==> src/rtl/dac_pkg.sv <==
// dac_pkg: shared definitions for the DAC PWM / sigma-delta output stage.
//   DAC_WIDTH       code width; one PWM period is 2^DAC_WIDTH cycles
//   DAC_PERIOD_LAST last count value of a period
//   dac_state_t     stage FSM states
package dac_pkg;

   localparam int DAC_WIDTH = 8;
   localparam logic [DAC_WIDTH-1:0] DAC_PERIOD_LAST = {DAC_WIDTH{1'b1}};

   typedef enum logic {
      IDLE = 1'b0,
      RUN  = 1'b1
   } dac_state_t;

endpackage

==> src/rtl/dac_pwm_stage_rise_det.sv <==
// rise_det: registers a level-type valid flag and flags its 0->1 transition.
// Shared by loader consumers that react to the loader's stop flag.
//   clk      in   system clock
//   rst_n    in   async active-low reset
//   i_level  in   level input (loader stop flag)
//   o_rise   out  high in the cycle i_level is high and was low last cycle
module rise_det (
   input  logic clk,
   input  logic rst_n,
   input  logic i_level,
   output logic o_rise
);

   logic r_level_q;

   always_ff @(posedge clk or negedge rst_n) begin
      if (!rst_n) r_level_q <= 1'b0;
      else        r_level_q <= i_level;
   end

   assign o_rise = i_level & ~r_level_q;

endmodule

==> src/rtl/dac_pwm_stage.sv <==
// dac_pwm_stage: turns a double-buffered DAC code into a 1-bit drive stream
// for an external RC filter. New codes are staged in a shadow register and
// applied only at a period boundary so the waveform never glitches.
// Optional first-order sigma-delta output: define DAC_SIGMA_DELTA_EN.
//   clk          in   system clock
//   rst_n        in   async active-low reset
//   ena          in   run enable; low holds count/accumulator, drives 0
//   word_in      in   code from the loader
//   word_valid   in   loader stop flag (level); rising edge = new code
//   soft_clr     in   synchronous return to IDLE, drops any staged code
//   pwm_out      out  PWM drive, high while count < applied code
//   sd_out       out  sigma-delta drive (0 unless DAC_SIGMA_DELTA_EN)
//   period_done  out  pulse on the last count of a period
//   busy         out  high while running
//
// state | meaning
// IDLE  | no code applied yet, outputs 0, waiting for a new code
// RUN   | counting periods and driving the applied code
module dac_pwm_stage
   import dac_pkg::*;
#(
   parameter int WIDTH = DAC_WIDTH
) (
   input  logic             clk,
   input  logic             rst_n,
   input  logic             ena,
   input  logic [WIDTH-1:0] word_in,
   input  logic             word_valid,
   input  logic             soft_clr,
   output logic             pwm_out,
   output logic             sd_out,
   output logic             period_done,
   output logic             busy
);

   localparam logic [WIDTH-1:0] PERIOD_LAST = {WIDTH{1'b1}};

   dac_state_t       r_state;
   dac_state_t       w_state_nxt;
   logic [WIDTH-1:0] r_cnt;
   logic [WIDTH-1:0] r_active;
   logic [WIDTH-1:0] r_pending;
   logic             r_pend_flag;
   logic             w_rise;
   logic             w_run;
   logic             w_step;
   logic             w_boundary;

   rise_det u_rise_det (
      .clk     (clk),
      .rst_n   (rst_n),
      .i_level (word_valid),
      .o_rise  (w_rise)
   );

   assign w_run      = (r_state == RUN);
   assign w_step     = w_run & ena;
   assign w_boundary = w_step & (r_cnt == PERIOD_LAST);

   always_ff @(posedge clk or negedge rst_n) begin
      if (!rst_n) r_state <= IDLE;
      else        r_state <= w_state_nxt;
   end

   always_comb begin
      w_state_nxt = r_state;
      case (r_state)
         IDLE:    if (w_rise) w_state_nxt = RUN;
         RUN:     w_state_nxt = RUN;
         default: w_state_nxt = IDLE;
      endcase
      if (soft_clr) w_state_nxt = IDLE;
   end

   always_ff @(posedge clk or negedge rst_n) begin
      if (!rst_n) begin
         r_cnt       <= '0;
         r_active    <= '0;
         r_pending   <= '0;
         r_pend_flag <= 1'b0;
      end else if (soft_clr) begin
         r_cnt       <= '0;
         r_active    <= '0;
         r_pending   <= '0;
         r_pend_flag <= 1'b0;
      end else if (!w_run) begin
         r_cnt <= '0;
         if (w_rise) begin
            r_active    <= word_in;
            r_pending   <= word_in;
            r_pend_flag <= 1'b0;
         end
      end else begin
         if (w_step) r_cnt <= r_cnt + 1'b1;
         // A code arriving on the boundary itself bypasses the shadow register.
         if (w_boundary && w_rise) begin
            r_active    <= word_in;
            r_pending   <= word_in;
            r_pend_flag <= 1'b0;
         end else if (w_boundary && r_pend_flag) begin
            r_active    <= r_pending;
            r_pend_flag <= 1'b0;
         end else if (w_rise) begin
            r_pending   <= word_in;
            r_pend_flag <= 1'b1;
         end
      end
   end

   // Run-enable gates the drives directly so a pause silences the filter
   // input in the same cycle rather than one cycle late.
   assign busy        = w_run;
   assign pwm_out     = w_step & (r_cnt < r_active);
   assign period_done = w_boundary;

`ifdef DAC_SIGMA_DELTA_EN
   logic [WIDTH-1:0] r_acc;
   logic             r_sd;
   logic [WIDTH:0]   w_acc_sum;

   assign w_acc_sum = {1'b0, r_acc} + {1'b0, r_active};

   always_ff @(posedge clk or negedge rst_n) begin
      if (!rst_n) begin
         r_acc <= '0;
         r_sd  <= 1'b0;
      end else if (soft_clr || !w_run) begin
         r_acc <= '0;
         r_sd  <= 1'b0;
      end else if (w_step) begin
         r_acc <= w_acc_sum[WIDTH-1:0];
         r_sd  <= w_acc_sum[WIDTH];
      end
   end

   assign sd_out = w_step & r_sd;
`else
   assign sd_out = 1'b0;
`endif

endmodule

==> config.mk <==
export PLATFORM = sky130hd
export DESIGN_NAME = dac_pwm_stage
export DESIGN_NICKNAME = d
export VERILOG_FILES = /design/src/rtl/dac_pkg.sv /design/src/rtl/dac_pwm_stage_rise_det.sv /design/src/rtl/dac_pwm_stage.sv
export SDC_FILE = /design/constraint.sdc
export NUM_CORES = 1
export LEC_CHECK = 0
export CELL_PAD_IN_SITES_DETAIL_PLACEMENT = 2
export CELL_PAD_IN_SITES_GLOBAL_PLACEMENT = 2
export CORE_UTILIZATION = 35
export DETAILED_ROUTE_END_ITERATION = 10
export PLACE_DENSITY = 0.77
export SYNTH_ARGS = -nofsm -noshare
export SYNTH_HDL_FRONTEND = slang
export SYNTH_SLANG_ARGS = --single-unit
==> constraint.sdc <==
create_clock -name clk -period 2.26 [get_ports clk]
set_input_delay 0.678 -clock clk [delete_from_list [all_inputs] [get_ports clk]]
set_output_delay 0.678 -clock clk [all_outputs]
set_load 0.02 [all_outputs]
==> flow_summary.json, run 1 <==
{
  "ys_seq_area_share_pct": 47.6,
  "avgRoutedWirePerCell_um": 19.0,
  "nets": 202,
  "syn-instance-count": 138,
  "port-buffer-count": 15,
  "core_um2": 3770,
  "synthAdderAreaFrac_pct": 7.05,
  "die_area_um2": 4320,
  "detail-route-antenna-nets": 0,
  "clock_latency_ps": 280,
  "whs_ps": 532,
  "grt_usage_pct": 23.3,
  "vias": 1215,
  "syn_area_per_cell_um2": 10.3,
  "synth_top_area_share_pct": 47.6,
  "cp.arrival_ps": 1720,
  "synth_top_family_by_area": "simple AND/OR/NAND/NOR gates",
  "final_area_um2": 1870,
  "skew_ps": 6.88,
  "route.detailed.drc": 0,
  "start_kind": "register",
  "n_antenna_cell": 0,
  "post-route-period-util_pct": 106,
  "grt_max_degree": 28,
  "synth_compound_area_share_pct": 14.8,
  "power_leakage_uw": 0.000864,
  "dpl-instance-area_um2": 1810,
  "status": "finished, violations left",
  "multi_input_area_um2": 703,
  "synth_fp_nets": 159,
  "ir_drop_mv": 0.309,
  "tightestPinTransition_ps": 515,
  "worst_ep_required_time_ps": 1580,
  "worstSetupPathType": "register to primary output",
  "drive_gt1_share_pct": 25.6,
  "routed_wl_um": 4340,
  "dp_hpwl_um": 3180,
  "htree_levels": 1,
  "fill_cells": 394,
  "hold_class": "register to register",
  "antenna_found_initial": 0,
  "yosys_warnings": 0,
  "rows": 22,
  "io_pins": 17,
  "synth_top_cells_by_area": "dfrtp_1, ha_1, nand2_1",
  "grt_pass1_wl_um": 7140,
  "layout_common_cells": "buf_4, dfrtp_1, nand2_1",
  "end_kind": "primary output",
  "violations": "negative setup slack",
  "gp_congestion": 0.750,
  "rsz0062_at_grt": "yes",
  "cts_buffers": 3,
  "max_cap_viol_count": 0,
  "netlist.top_cell.by_area": "dfrtp_1",
  "viasPerCell": 5.33,
  "drv_slew": 0,
  "root_buffer": "clkbuf_8",
  "initial_core_util_pct": 37.7,
  "drt_iter0_markers": 25,
  "finalWorstSetupSlack_ps": -135,
  "cts_num_sinks": 27,
  "yosys.area_share.simple_pct": 22.3,
  "hold_violations": 0,
  "setup_viol": 1,
  "setup-tns-final_ps": -135,
  "synth-seq-cells": 27,
  "drt_pass1_iterations": 4,
  "final-seq-area_um2": 676,
  "cp_max_fo": 2,
  "synth_xor_area_share_pct": 3.08,
  "hold_buffers": 0,
  "cts.clk_slew.worst_paths_ps": 100,
  "die_w_um": 65.7,
  "die_y_um": 65.7,
  "syn-cell-area_um2": 1420,
  "first_global_vias": 1375,
  "muxShareOfSynthArea_pct": 0.705,
  "areaGrowthSynthToFinish_pct": 32.0,
  "overflow": 0,
  "powerDensity_nw_per_um2": 495,
  "period_needed_ps": 2390,
  "synth_cell_types": 35,
  "max-clock-path-buffers": 2,
  "fmax_mhz": 418,
  "report.power.total_uw": 927,
  "cts_tree": "yes",
  "relSlewSlack_pct": 65.6,
  "final_common_cell": "buf_4",
  "post-route-util_pct": 49.7
}
logic make-up after synthesis:
kind of cell / count (synthesis)
compound gates: 30
xor+xnor: 5
flops: 27
buf+inv: 14
other cells: 1
mux: 1
simple gates: 52
fa+ha+maj: 8
power breakdown:
group	total, µW	switching, µW	internal [µW]
Combinational	135	71.2	63.8
Clock	282	158	124
Sequential	510	10.7	499
Total	927	240	687
metrics by stage:
stage / cells / setup WS [ps]
floorplan: 138 / 63.1
global route: 228 / -212
finish: 228 / -135
CTS: 228 / -158
global placement: 223 / -570
detailed placement: 223 / -602
Yosys cell counts:
master / n
a211oi_1: 1
a21o_1: 1
a21oi_1: 12
a21oi_2: 1
a221o_1: 8
a31oi_1: 1
and2_1: 8
and3_1: 1
buf_2: 3
buf_4: 1
clkbuf_1: 2
conb_1: 1
dfrtp_1: 27
ha_1: 8
inv_1: 8
mux2i_1: 1
nand2_1: 22
nand2b_1: 3
nand3b_1: 1
nand4_1: 2
nand4_4: 2
nand4b_1: 1
nor2_1: 6
nor2b_1: 1
nor3_1: 1
nor3b_4: 1
nor4_4: 1
o2111ai_1: 1
o21a_1: 1
o21ai_0: 3
o21ai_2: 1
or3_1: 1
or3_2: 1
xnor2_1: 1
xor2_1: 4
registers in the layout, summed over array words and instances, names as in the netlist:
signal	cells
r_active	8
r_cnt	8
r_pending	8
busy	1
r_pend_flag	1
u_rise_det.r_level_q	1
final timing paths:
| kind | slack (ps) | startpoint | cells past startpoint | to |
|---|---|---|---|---|
| setup / recovery | -130 | r_cnt[1] | 5 | pwm_out |
| hold / removal | 530 | r_pending[6] | 2 | r_pending[6] |
| setup reg to reg | 340 | r_cnt[1] | 7 | r_active[4] |
| hold reg to reg | 530 | r_pending[6] | 2 | r_pending[6] |
| max in group asynchronous | 1220 | rst_n | 2 | r_active[1] |
| min in group asynchronous | 770 | rst_n | 2 | r_cnt[7] |
per-layer routing:
layer	vias to the layer above	routed length [µm]	part of all wire, %	GRT usage (%)
met3	6	116	2.7	3.99
met4	0	59	1.4	6.79
met2	17	2410	55	45.0
li1	566	-	-	-
met5	-	0	0	0
met1	626	1760	41	25.3
worst max-delay path: stages, from the launching register on:
cell	delay [ps]
dfrtp_1	420
ha_1	300
a211oi_1	230
o21ai_1	110
a31oi_1	210
buf_4	170
layout make-up:
class | instances | area share [%]
Clock buffer | 3 | 2.20
Inverter | 8 | 1.60
Tap cell | 48 | 3.20
Multi-Input combinational cell | 97 | 37.5
Clock inverter | 1 | 0.267
Sequential cell | 27 | 36.0
Timing Repair Buffer | 44 | 19.2
what timing repair did:
item	in CTS	in global routing
gates resized for setup	12	5
setup endpoints to repair	2	2
hold endpoints to repair	0	0
pin swaps	4	1
setup buffers	1	0
(Power assumes the default switching activity.)
==> run 2: changes to the inputs <==
--- a/config.mk
+++ b/config.mk
@@ -5,11 +5,9 @@
 export SDC_FILE = /design/constraint.sdc
 export NUM_CORES = 1
 export LEC_CHECK = 0
-export CELL_PAD_IN_SITES_DETAIL_PLACEMENT = 2
-export CELL_PAD_IN_SITES_GLOBAL_PLACEMENT = 2
-export CORE_UTILIZATION = 35
+export CORE_UTILIZATION = 40
 export DETAILED_ROUTE_END_ITERATION = 10
-export PLACE_DENSITY = 0.77
+export PLACE_DENSITY = 0.59
 export SYNTH_ARGS = -nofsm -noshare
 export SYNTH_HDL_FRONTEND = slang
 export SYNTH_SLANG_ARGS = --single-unit
==> flow_summary.json, run 2 (synthesis gave the netlist of run 1 again) <==
{
  "routed_wl_um": 2750,
  "top_layer": "met4",
  "grt_max_degree": 28,
  "overflow": 0,
  "viasPerCell": 4.96,
  "avgRoutedWirePerCell_um": 12.2,
  "cts.clk_slew.worst_paths_ps": 140,
  "wl_met2_um": 1340,
  "antenna_found_initial": 0,
  "max_cap_viol_count": 0,
  "fin_cells": 225,
  "post-route-period-util_pct": 105,
  "cts_buffers": 3,
  "rows": 21,
  "end_kind": "primary output",
  "cp.arrival_ps": 1690,
  "dp.cells": 218,
  "max-clock-path-buffers": 2,
  "initial_core_util_pct": 42.2,
  "drt_iter0_markers": 24,
  "worstHoldStart": "r_pending[1]",
  "hold_class": "register to register",
  "fill_cells": 342,
  "hold_violations": 0,
  "status": "finished, violations left",
  "post-route-util_pct": 55.1,
  "reg2reg_setup_slack_ps": 380,
  "start_kind": "register",
  "worstSetupPathType": "register to primary output",
  "gp_congestion": 0.762,
  "dp_hpwl_um": 2130,
  "clock_latency_ps": 320,
  "fmax_mhz": 422,
  "grt_usage_pct": 16.6,
  "final_common_cell": "buf_4",
  "powerDensity_nw_per_um2": 452,
  "rsz0062_at_grt": "yes",
  "setup-tns-final_ps": -109,
  "setup_viol": 1,
  "r2r_cells": 9,
  "worstReg2RegStart": "r_cnt[1]",
  "die_w_um": 61.6,
  "drive_gt1_share_pct": 25.7,
  "met3_length_um": 72,
  "die_y_um": 61.6,
  "hold_buffers": 0,
  "n_antenna_cell": 0,
  "htree_levels": 1,
  "drv_slew": 0,
  "largest_registers": "r_active (8), r_cnt (8), r_pending (8)",
  "nets": 201,
  "skew_ps": 1.02,
  "whs_endpoint": "r_pending[1]",
  "core_um2": 3360,
  "root_buffer": "clkbuf_4",
  "port-buffer-count": 15,
  "die_area_um2": 3790,
  "whs_ps": 527,
  "cts_tree": "yes",
  "report.power.total_uw": 838,
  "crit_path_start": "r_active[4]",
  "power_leakage_uw": 0.000855,
  "period_needed_ps": 2370,
  "detail-route-antenna-nets": 0,
  "areaGrowthSynthToFinish_pct": 30.5,
  "route.detailed.drc": 0,
  "hold_depth": 2,
  "violations": "negative setup slack",
  "drt_pass1_iterations": 4,
  "final-seq-area_um2": 676,
  "cp_max_fo": 2,
  "multi_input_area_um2": 708,
  "io_pins": 17,
  "grt_pass1_wl_um": 4690,
  "layout_common_cells": "buf_4, dfrtp_1, nand2_1",
  "cts_num_sinks": 27,
  "vias": 1115,
  "worst_ep_required_time_ps": 1580,
  "first_global_vias": 1089,
  "finalWorstSetupSlack_ps": -109,
  "r2r-end": "r_active[2]",
  "ir_drop_mv": 0.249,
  "m1WireLength_um": 1320
}
[run 2: changes by cell type in the layout (fill, tap and decap cells not counted)]
cell,delta
clkbuf_4,+3
clkbuf_8,-3
buf_2,-1
nor3_1,-1
nor3_2,+1
[run 2: final cells by class]
class | count | share of cell area, %
clock inverter | 1 | 0.270
sequential | 27 | 36.5
clock buffer | 3 | 1.22
multi-input combinational | 97 | 38.2
timing repair buffer | 43 | 19.1
inverter | 8 | 1.62
tap | 46 | 3.11
[run 2: critical path, stage by stage, from the launching register on]
cell,delay (ps)
dfrtp_1,410
inv_2,80
ha_4,200
a21o_1,160
a21oi_2,110
o21ai_1,80
a31oi_1,170
buf_4,160
[run 2: worst max-delay path by stage]
| stage | end | slack (ps) | depth (start not counted) |
|---|---|---|---|
| 3_3_place_gp | period_done | -550 | 4 |
| 6_report | pwm_out | -110 | 7 |
| 2_1_floorplan | pwm_out | 60 | 5 |
| 5_1_grt | pwm_out | -210 | 7 |
| 4_1_cts | pwm_out | -140 | 7 |
| 3_5_place_dp | pwm_out | -540 | 4 |
[run 2: layer usage]
metal,track usage (%),up-vias
li1,-,563
met1,21.9,539
met2,28.4,11
met3,1.89,2
met4,5.71,0
met5,0,-
[run 2: repair_timing]
action,4_1_cts,5_1_grt
endpoints found under the setup margin,2,2
gates resized for setup,12,7
pin swaps,4,1
endpoints found under the hold margin,0,0
setup buffers,1,2
[run 2: through the flow]
step	area, µm²	worst slack, ps
floorplan	1420	63.1
detailed placement	1790	-535
CTS	1810	-142
global placement	1790	-553
global route	1850	-211
finish	1850	-109
[run 2: power by group]
part           switching, µW  internal (µW)
Clock                    139           66.2
Combinational           60.9           62.5
Sequential              8.90            500
